## config.mk

```make
export PLATFORM = sky130hd
export DESIGN_NAME = downlink_ctrl
export DESIGN_NICKNAME = d
export VERILOG_FILES = /design/src/rtl/scanner_pkg.sv /design/src/rtl/drain_meter.sv /design/src/rtl/downlink_ctrl.sv
export SDC_FILE = /design/constraint.sdc
export NUM_CORES = 1
export LEC_CHECK = 0
export BUFFER_PORTS_ARGS = -buffer_cell sky130_fd_sc_hd__buf_2
export CAP_MARGIN = 20
export CORE_AREA = 10 10 120 89
export DETAILED_ROUTE_END_ITERATION = 10
export DIE_AREA = 0 0 130 99
export PLACE_DENSITY = 0.63
export SETUP_SLACK_MARGIN = 0.15
export SYNTH_ARGS = -nofsm -noshare
export SYNTH_HDL_FRONTEND = slang
export SYNTH_SLANG_ARGS = --single-unit
export TNS_END_PERCENT = 5
```

## constraint.sdc

```tcl
create_clock -name clk -period 7.67 [get_ports clk]
set_input_delay 1.9175 -clock clk [delete_from_list [all_inputs] [get_ports clk]]
set_output_delay 1.9175 -clock clk [all_outputs]
set_load 0.03 [all_outputs]
```

## src/rtl/scanner_pkg.sv

```systemverilog
// Shared scanner definitions: status codes, memory limit and
// the downlink controller state encoding.
package scanner_pkg;

    localparam logic [2:0] SC_LOW_PWR  = 3'd0;
    localparam logic [2:0] SC_STBY     = 3'd1;
    localparam logic [2:0] SC_SCANNING = 3'd2;
    localparam logic [2:0] SC_IDLE     = 3'd3;
    localparam logic [2:0] SC_FLUSHING = 3'd4;

    localparam logic [7:0] MEM_MAX = 8'd100;

    typedef enum logic [1:0] {
        DL_IDLE,
        DL_REQ,
        DL_DRAIN,
        DL_GAP
    } dl_state_t;

    // Returns 1 when B wins a simultaneous request.
    function automatic logic pick_b(
        input logic [7:0] mem_a,
        input logic [7:0] mem_b,
        input logic       last_sel
    );
        logic b;
        unique case (1'b1)
            (mem_b > mem_a): b = 1'b1;
            (mem_b < mem_a): b = 1'b0;
            default:         b = ~last_sel;
        endcase
        return b;
    endfunction

endpackage

```

## src/rtl/drain_meter.sv

```systemverilog
// Tracks the draining scanner's fill level and accumulates
// drained units into a saturating 16-bit total.
module drain_meter
    import scanner_pkg::*;
(
    input  logic        clk,
    input  logic        reset,
    input  logic        load,
    input  logic        en,
    input  logic [7:0]  mem_in,
    output logic [15:0] total_units
);

    logic [7:0]  prev_mem;
    logic [7:0]  delta;
    logic [16:0] sum;

    always_comb begin
        delta = prev_mem - mem_in;
        sum   = {1'b0, total_units} + {9'd0, delta};
    end

    always_ff @(posedge clk or posedge reset) begin
        if (reset) begin
            prev_mem    <= '0;
            total_units <= '0;
        end else if (load) begin
            prev_mem <= mem_in;
        end else if (en) begin
            // Rises in fill are not counted, only followed.
            if (mem_in < prev_mem)
                total_units <= sum[16] ? 16'hFFFF : sum[15:0];
            prev_mem <= mem_in;
        end
    end

endmodule

```

## src/rtl/downlink_ctrl.sv

```systemverilog
// Downlink arbiter: grants one scanner a flush, follows its
// drain to completion and totals the units sent.
module downlink_ctrl
    import scanner_pkg::*;
#(
    parameter int REQ_TIMEOUT = 16,
    parameter int GAP_CYCLES  = 4
) (
    input  logic        clk,
    input  logic        reset,
    input  logic        link_open,
    input  logic        rdy_flush_a,
    input  logic        rdy_flush_b,
    input  logic [2:0]  state_a,
    input  logic [2:0]  state_b,
    input  logic [7:0]  mem_used_a,
    input  logic [7:0]  mem_used_b,
    output logic        flush_a,
    output logic        flush_b,
    output logic        xfer_busy,
    output logic        xfer_sel,
    output logic        xfer_done,
    output logic        xfer_err,
    output logic [15:0] total_units
);

    localparam int RW = $clog2(REQ_TIMEOUT + 1);
    localparam int GW = $clog2(GAP_CYCLES + 1);
    localparam logic [RW-1:0] REQ_LAST = RW'(REQ_TIMEOUT - 1);
    localparam logic [GW-1:0] GAP_LAST = GW'(GAP_CYCLES - 1);

    dl_state_t     state, state_n;
    logic          sel_n;
    logic          last_sel, last_sel_n;
    logic [RW-1:0] req_cnt, req_cnt_n;
    logic [GW-1:0] gap_cnt, gap_cnt_n;
    logic          fl_n, done_n, err_n;
    logic          load, en;
    logic          elig_a, elig_b, grant;
    logic [2:0]    st_sel;
    logic [7:0]    mem_sel;

    assign elig_a  = link_open & (rdy_flush_a | (state_a == SC_IDLE));
    assign elig_b  = link_open & (rdy_flush_b | (state_b == SC_IDLE));
    assign grant   = (elig_a & elig_b)
                   ? pick_b(mem_used_a, mem_used_b, last_sel)
                   : elig_b;
    assign st_sel  = xfer_sel ? state_b : state_a;
    assign mem_sel = xfer_sel ? mem_used_b : mem_used_a;

    always_comb begin
        state_n    = state;
        sel_n      = xfer_sel;
        last_sel_n = last_sel;
        req_cnt_n  = req_cnt;
        gap_cnt_n  = gap_cnt;
        fl_n       = 1'b0;
        done_n     = 1'b0;
        err_n      = 1'b0;
        load       = 1'b0;
        en         = 1'b0;
        unique case (state)
            DL_IDLE: begin
                req_cnt_n = '0;
                gap_cnt_n = '0;
                if (elig_a | elig_b) begin
                    state_n = DL_REQ;
                    sel_n   = grant;
                    fl_n    = 1'b1;
                end
            end
            DL_REQ: begin
                if (st_sel == SC_FLUSHING) begin
                    state_n = DL_DRAIN;
                    load    = 1'b1;
                end else if (!link_open) begin
                    state_n = DL_IDLE;
                end else if (req_cnt == REQ_LAST) begin
                    state_n = DL_GAP;
                    err_n   = 1'b1;
                end else begin
                    fl_n      = 1'b1;
                    req_cnt_n = req_cnt + 1'b1;
                end
            end
            DL_DRAIN: begin
                en = 1'b1;
                if (st_sel != SC_FLUSHING) begin
                    state_n    = DL_GAP;
                    done_n     = 1'b1;
                    last_sel_n = xfer_sel;
                end
            end
            DL_GAP: begin
                if (gap_cnt == GAP_LAST)
                    state_n = DL_IDLE;
                else
                    gap_cnt_n = gap_cnt + 1'b1;
            end
            default: state_n = DL_IDLE;
        endcase
    end

    always_ff @(posedge clk or posedge reset) begin
        if (reset) begin
            state     <= DL_IDLE;
            last_sel  <= 1'b1;
            req_cnt   <= '0;
            gap_cnt   <= '0;
            flush_a   <= 1'b0;
            flush_b   <= 1'b0;
            xfer_busy <= 1'b0;
            xfer_sel  <= 1'b0;
            xfer_done <= 1'b0;
            xfer_err  <= 1'b0;
        end else begin
            state     <= state_n;
            last_sel  <= last_sel_n;
            req_cnt   <= req_cnt_n;
            gap_cnt   <= gap_cnt_n;
            flush_a   <= fl_n & ~sel_n;
            flush_b   <= fl_n & sel_n;
            xfer_busy <= (state_n != DL_IDLE);
            xfer_sel  <= sel_n;
            xfer_done <= done_n;
            xfer_err  <= err_n;
        end
    end

    drain_meter u_meter (
        .clk         (clk),
        .reset       (reset),
        .load        (load),
        .en          (en),
        .mem_in      (mem_sel),
        .total_units (total_units)
    );

endmodule

```

* After elaboration in Yosys (flattened, before gate mapping)
Index checks and enable logic that the tools add are counted.
** Storage, ports and cells
- Register bits :: 41
- Output and inout bits :: 22
** Operators by class
- $add $sub $neg :: 4
- $lt $le $gt $ge :: 3
- Eq/ne operators :: 13
- Mux-type cells :: 36
- Bitwise logic cells :: 11
- Reductions and logical operators :: 9
** Operators with widths (count)
- $mux W8 :: 3
- $add A16 B8 Y17 :: 1
- $lt A8 B8 Y1 :: 2
- $mux W1 :: 16
- $mux W16 :: 1
- $mux W5 :: 3
- $mux W2 :: 6
- $pmux W5 S2 :: 1
- $eq A3 B2 Y1 const B :: 3
- $gt A8 B8 Y1 :: 1
- $ne A2 B2 Y1 const B :: 4
- $pmux W2 S4 :: 1
- $reduce_bool A2 Y1 :: 4
- $sub A8 B8 Y8 :: 1
- $mux W3 :: 2
- $pmux W3 S2 :: 1
- $add A5 B1 Y5 const B :: 1
- $and A1 B1 Y1 :: 5
- $eq A5 B4 Y1 const B :: 1
- $eq A2 B2 Y1 const B :: 2
- $pmux W1 S2 :: 2
- $reduce_and A2 Y1 :: 2
- $reduce_and A4 Y1 :: 1
- $add A3 B1 Y3 const B :: 1
- other kinds (7) :: 11

* Logic depth before layout (Yosys ltp)
Gate-level depths: netlist (run 1).
- Word-level depth :: 9
- Depth in mapped cells :: 16

* Cells and area by module
From an unflattened synthesis (run 1), not the netlist that was laid out.
** Unflattened totals
- Cell total of the unflattened synthesis :: 321
- Area total of the unflattened synthesis :: 2895.3 um2
** Modules (own cells, without submodules)
- drain_meter :: times used 1, cells an instance 179, area each 1675.4 um2
- downlink_ctrl :: times used 1, cells an instance 142, area each 1219.9 um2

* Worst setup path before layout (run 1)
OpenSTA, ideal clock, no wires.
- Path type :: input-to-reg
- Start point :: in mem_used_b[0]
- End point :: reg u_meter.total_units[15]
- Setup time :: 0.125 ns
- Arrival :: 4.636 ns
- Path slack :: 2.909 ns
- Cell stages on the path :: 15
- Path buffers :: 0
- Path through :: mux2_2 ha_1 inv_1 fa_1 nand3_1 nand2_1 a21o_1 a21oi_1 xnor2_1 ha_1 a21oi_1 o211ai_1 a31oi_1 nor4b_1 mux2_2
** Between the ends
- Cells in the longest elaborated chain, start to end :: 4
** Ends and longest elaborated chain
- start: declaration :: RTL line downlink_ctrl.sv:17 : input logic [7:0] mem_used_b,
- $mux W8 (*) :: RTL line downlink_ctrl.sv:49 : assign mem_sel = xfer_sel ? mem_used_b : mem_used_a;
- $sub A8 B8 Y8 :: RTL line drain_meter.sv:19 : delta = prev_mem - mem_in;
- $add A16 B8 Y17 :: RTL line drain_meter.sv:20 : sum = {1'b0, total_units} + {9'd0, delta};
- $mux W16 :: RTL line drain_meter.sv:32 : total_units <= sum[16] ? 16'hFFFF : sum[15:0];
- end signal: assignment :: RTL line drain_meter.sv:32
- end: declaration :: RTL line drain_meter.sv:11 : output logic [15:0] total_units
Mark *: on every way between the ends. The rest lies on a longest branch, timed or not.
A chain may end at the register's enable or synchronous reset.

* Final worst setup path (run 1)
- Start point :: in mem_used_a[0]
- End point :: reg u_meter.total_units[15]
** Between the ends
- Cells in the longest elaborated chain, start to end :: 4
** Ends and longest elaborated chain
- start: declaration :: RTL line downlink_ctrl.sv:16 : input logic [7:0] mem_used_a,
- $mux W8 (*) :: RTL line downlink_ctrl.sv:49
- named net mem_sel[0] :: RTL line downlink_ctrl.sv:41 : logic [7:0] mem_sel;
- $sub A8 B8 Y8 :: RTL line drain_meter.sv:19
- $add A16 B8 Y17 :: RTL line drain_meter.sv:20
- $mux W16 :: RTL line drain_meter.sv:32
The timed path passes the listed nets; every way through them passes the cells marked *.

==> results of run 1 <==
metal layers:
layer / track usage [%] / up-vias / wire (um)
li1: - / 1201 / -
met2: 17.0 / 42 / 3060
met1: 13.6 / 1110 / 3110
met5: 0 / - / 0
met4: 2.93 / 0 / 64
met3: 2.52 / 6 / 265
final timing paths:
path,slack [ps],to,startpoint
max,2610,u_meter.total_units[15],mem_used_a[0]
min,520,u_meter.prev_mem[0],u_meter.prev_mem[0]
max reg2reg,3460,u_meter.total_units[15],xfer_sel
min reg2reg,520,u_meter.prev_mem[0],u_meter.prev_mem[0]
max in group asynchronous,5520,last_sel,reset
min in group asynchronous,1770,xfer_err,reset
registers in the layout, summed over array words and instances (netlist names):
| signal | count |
|---|---|
| gap_cnt | 3 |
| xfer_err | 1 |
| u_meter.prev_mem | 8 |
| state | 2 |
| xfer_sel | 1 |
| xfer_busy | 1 |
| req_cnt | 5 |
| flush_b | 1 |
| flush_a | 1 |
| last_sel | 1 |
| xfer_done | 1 |
| u_meter.total_units | 16 |
metrics by stage:
stage	area (um^2)	cells	power [uW]	hold slack, ps	setup WS [ps]
after CTS	3400	460	1730	520	2580
after global routing	3400	460	1880	531	2350
after detailed placement	3230	452	1470	505	2290
final	3400	460	1710	518	2610
after global placement	3230	452	1450	495	2380
after floorplan	2880	304	1240	476	2910
cell families after synthesis:
kind of cell | after synthesis
simple gates | 94
compound gates | 78
flops | 41
fa+ha+maj | 32
buf+inv | 29
mux | 16
xor+xnor | 14
final cells by class:
class                      count  area share, %
clock inverter                 1          0.883
sequential                    41           30.2
timing repair buffer          50           7.51
multi-input combinational    234           50.9
inverter                      22           2.43
clock buffer                   7           4.20
tap                          105           3.86
synth_stat cells, types with 2 or more instances:
cell type / n / share of area [%]
clkbuf_1: 2 / 0.26
or3_1: 3 / 0.65
dfrtp_1: 40 / 35
mux2_2: 6 / 2.3
and3_1: 2 / 0.43
o21a_1: 2 / 0.52
a211oi_1: 3 / 0.78
ha_1: 30 / 13
a21o_1: 5 / 1.3
o21ai_0: 11 / 1.9
o22ai_1: 3 / 0.65
nand2_1: 31 / 4.0
or4_1: 4 / 1.0
nor4b_1: 3 / 0.91
o31ai_1: 4 / 1.0
o211ai_1: 6 / 1.6
and3b_1: 2 / 0.61
buf_4: 2 / 0.52
o211ai_2: 3 / 1.3
fa_1: 2 / 1.4
nand3_2: 5 / 1.7
xor2_1: 8 / 2.4
nor2_1: 20 / 2.6
nand3_1: 5 / 0.87
inv_1: 22 / 2.9
nand2_2: 2 / 0.43
o2bb2ai_1: 3 / 0.91
xnor2_1: 6 / 1.8
nor4_1: 2 / 0.43
a22o_1: 2 / 0.61
a31oi_1: 4 / 0.87
nand4_1: 3 / 0.65
nand2b_1: 5 / 1.1
mux2i_1: 10 / 3.5
a21oi_1: 23 / 4.0
o21bai_1: 2 / 0.52
power breakdown:
part / internal (uW) / leakage, uW / total [uW] / switching [uW]
Sequential: 296 / 0.000515 / 382 / 86.1
Combinational: 439 / 0.00109 / 1090 / 646
Clock: 163 / 0.0000841 / 244 / 81.7
==> flow_summary.ini, run 1 <==
[logic_synthesis]
synthMuxAreaShare_pct = 5.82
synth_area_um2 = 2880
synth_xor_area_share_pct = 4.25
synth_ff_type = dfrtp_1
ys_types = 54
synth_top_family_by_area = compound AO/OA/AOI/OAI gates
synthAdderAreaFrac_pct = 14.4
synth-compound-area-share_pct = 18.4
synth_edf_count = 0
ys_warn_count = 0
ys_ff_latch = 41
syn_inst = 304
async_flop_share_pct = 100
synthSimpleGateAreaFrac_pct = 17.2
syn_avg_cell_area_um2 = 9.48
ys_seq_area_share_pct = 35.6
synthesis.nets = 363

[setup_path]
arrival_ps = 5220
cpMaxStageDelayCell = a31oi_1
crit_chain = buf_2, mux2_2, ha_1, inv_1, fa_1, nand3_1, nand2_1, a21o_1, a21oi_1, xnor2_1, ha_1, a21oi_1, o211ai_1, a31oi_1, nor4b_1, mux2_2
critPathLaunchType = input pin
critPathBufInv = 2
worstRegToRegCells = 15
cp_num_cells = 16
slowest_delay_ps = 520
cp.required_ps = 7840
crit_type = input pin to flop
crit_path_end_kind = flop
crit_fanout = 7
crit_family = compound AO/OA/AOI/OAI gates

[die]
dieHeight_um = 99
core_area_um2 = 8340
die_w_um = 130
dieArea_um2 = 12900
num_io_pins = 49
initial_core_util_pct = 34.6
row_count = 28

[sta]
skew_ps = 5.14
period_share_pct = 66.0
slew_headroom_pct = 53.8
fin_crit_ps = 5060
worst_slew_pin_slew_ps = 684
hold_violations = 0
slew_violations = 0
setup_viol = 0
fmax_ghz = 0.198
rsz0062_at_grt = false
fin_tns_setup_ps = 0

[clocking]
tritoncts = yes
ctsHoldBuffers = 0
cts_resized = 0
htree_levels = 2
cts.sinks = 41
clock_latency_ps = 280
path_clk_slew_ps = 60
cts.path.max_buffers = 2
post_cts_buffers = 0
cts_root_buffer = clkbuf_16
cts_made_buffers = 5

[cells_and_area]
antennaDiodeCount = 0
area_growth_pct = 17.9
ff_latch_area_um2 = 1030
num-nets-final = 413
n_fill_cell = 826
multiInputGateArea_um2 = 1730
final_cell_mix = buf_2, dfrtp_1, nand2_1, ha_1, a21oi_1
drive_gt1_share_pct = 22.0
layout_commonest_cell = buf_2
final_core_util_pct = 40.8

[placed_design]
place_hpwl_mm = 5.16
numPortBuffers = 48
place_congestion = 0.783

[drt]
post_drt_wl_per_cell_um = 14.1
drt_drc_violations_left = 0
dr.first_iter.drc_count = 152
drt-vias-per-instance = 5.13
wirelength_mm = 6.50
drt-pass1-iter-count = 4
ant_nets = 0
vias = 2359

[grt]
grt_pass1_vias = 2411
grt_usage_pct = 10.5
grt_max_degree = 42
grt_pass1_wl_mm = 11.3
antenna_found_initial = 0
overflow = 0

[pwr]
power_density_nw_per_um2 = 504
ir_drop_uv = 285
p_leak_uw = 0.00169

[outcome]
status = finished, final reports clean

[job]
drv_cap = 0

[hold_path]
holdPathStages = 1
hp-class = flop to flop
No activity file was read; power rests on OpenSTA's default activity.
==> inputs of run 2 (changes only) <==
PLACE_DENSITY = 0.65   (was 0.63)
clock period = 4.05 ns   (was 7.67 ns; I/O delays follow)
==> run 2 against run 1 <==
Net effect: wire length is 0.74% higher; count of clock-buffer cells in the layout fell by 1; sequential share of layout area decreased by 0.64 points; die area did not move; largest power group unchanged.
==> flow_summary.ini, run 2 (same netlist as run 1, synthesis figures left out) <==
[drt]
ant_nets = 0
wirelength_mm = 6.55
drt_drc_violations_left = 0
dr.first_iter.drc_count = 111
post_drt_wl_per_cell_um = 13.9
vias = 2372
drt-vias-per-instance = 5.05
drt-pass1-iter-count = 4

[setup_path]
crit_type = input pin to flop
worstRegToRegCells = 13
critPathLaunchType = input pin
reg2reg_from = xfer_sel
cp.required_ps = 4240
critPathLaunch = mem_used_a[0]
setup.worst_path.end = u_meter.total_units[6]
crit_fanout = 13
crit_path_end_kind = flop
arrival_ps = 3960
r2r-end = u_meter.total_units[6]
worst-r2r-setup-slack_ps = 490

[cells_and_area]
ff_latch_area_um2 = 1030
regMostFlops = u_meter.total_units
area_growth_pct = 20.5
antennaDiodeCount = 0
num-nets-final = 423
largest_reg_flops = 16
multiInputGateArea_um2 = 1740
reg.largest.list = u_meter.total_units (16), u_meter.prev_mem (8), req_cnt (5)
layout_commonest_cell = buf_2
stdcell_area_um2 = 3470
n_fill_cell = 836
drive_gt1_share_pct = 24.7
final_cell_mix = buf_2, dfrtp_1, nand2_1, ha_1, a21oi_1

[job]
drv_cap = 0

[die]
dieArea_um2 = 12900
num_io_pins = 49
dieHeight_um = 99
die_w_um = 130
initial_core_util_pct = 34.6
row_count = 28
core_area_um2 = 8340

[clocking]
cts.sinks = 41
cts.path.max_buffers = 2
cts_root_buffer = clkbuf_16
path_clk_slew_ps = 60
clock_latency_ps = 280
ctsHoldBuffers = 0
cts_made_buffers = 5
post_cts_buffers = 0
htree_levels = 2
cts_resized = 0
tritoncts = yes

[placed_design]
place_congestion = 0.788
place_hpwl_mm = 5.20
dpl-instance-area_um2 = 3300
numPortBuffers = 48

[grt]
grt_usage_pct = 10.3
grt_pass1_wl_mm = 11.0
grt_pass1_vias = 2306
grt_max_degree = 42
overflow = 0
antenna_found_initial = 0

[sta]
worst_slew_pin_slew_ps = 672
hold_ws_ps = 509
rsz0062_at_grt = true
slew_violations = 0
skew_ps = 4.33
setup_viol = 0
fmax_ghz = 0.265
fin_crit_ps = 3770
hold_violations = 0
slew_headroom_pct = 54.6
period_share_pct = 93.1

[hold_path]
hp-class = flop to flop
hold_start = u_meter.prev_mem[0]

[pwr]
p_leak_uw = 0.00173
intPower_uw = 1840
combPwrFrac_pct = 66.1
power_density_nw_per_um2 = 980
switching_power_uw = 1570
power_frac_clock_pct = 13.0
switching_share_pct = 46.0
seq_power_share_pct = 20.8
ir_drop_uv = 405

[outcome]
status = finished, final reports clean
## run 2: worst max-delay path, stage by stage
cell and delay (ps):
buf_2 90, mux2_2 160, ha_1 160, inv_1 50, fa_1 380, nand3_1 130, nand2_1 90, a21o_1 190
a21oi_1 170, xnor2_1 90, ha_1 320, nand2_1 50, o21ai_0 150, nand2_1 130, or4_4 640, o211ai_1 140
## run 2: power groups by stage
| stage | logic [uW] | clock network [uW] | registers, uW |
|---|---|---|---|
| finish | 2250 | 444 | 709 |
| global route | 2530 | 479 | 733 |
| CTS | 2270 | 455 | 708 |
| detailed placement | 2250 | 0 | 713 |
| global placement | 2210 | 0 | 710 |
| floorplan | 1550 | 0 | 797 |
## run 2: per-stage QoR
stage               util (%)  instances  TNS [ps]  setup slack [ps]  total power, uW
global placement        39.6        462     -82.3             -28.3             2920
detailed placement      39.6        462      -167             -64.9             2960
finish                  41.7        470         0               278             3410
CTS                     41.6        470         0               222             3430
global route            41.7        470         0              52.1             3740
floorplan                  -        304         0               185             2350
## run 2: how the worst min path moves through the flow
stage	end	depth (start not counted)
6_report	u_meter.prev_mem[0]	1
5_1_grt	u_meter.prev_mem[0]	1
4_1_cts	u_meter.prev_mem[0]	1
3_5_place_dp	u_meter.prev_mem[0]	1
3_3_place_gp	u_meter.prev_mem[0]	1
2_1_floorplan	req_cnt[4]	2
## run 2: final cells by class
type | instances | area share (%)
Clock inverter | 2 | 1.01
Inverter | 22 | 2.38
Clock buffer | 6 | 3.71
Sequential cell | 41 | 29.6
Multi-Input combinational cell | 234 | 50.0
Tap cell | 105 | 3.78
Timing Repair Buffer | 60 | 9.51
## run 2: per-layer routing
layer  global-route usage, %  share of wire [%]  vias up
met2                    16.2                 46       33
li1                        -                  -     1222
met3                    2.30                2.9        5
met1                    13.8                 50     1112
met4                    2.84               0.87        0
met5                       0                  0        -
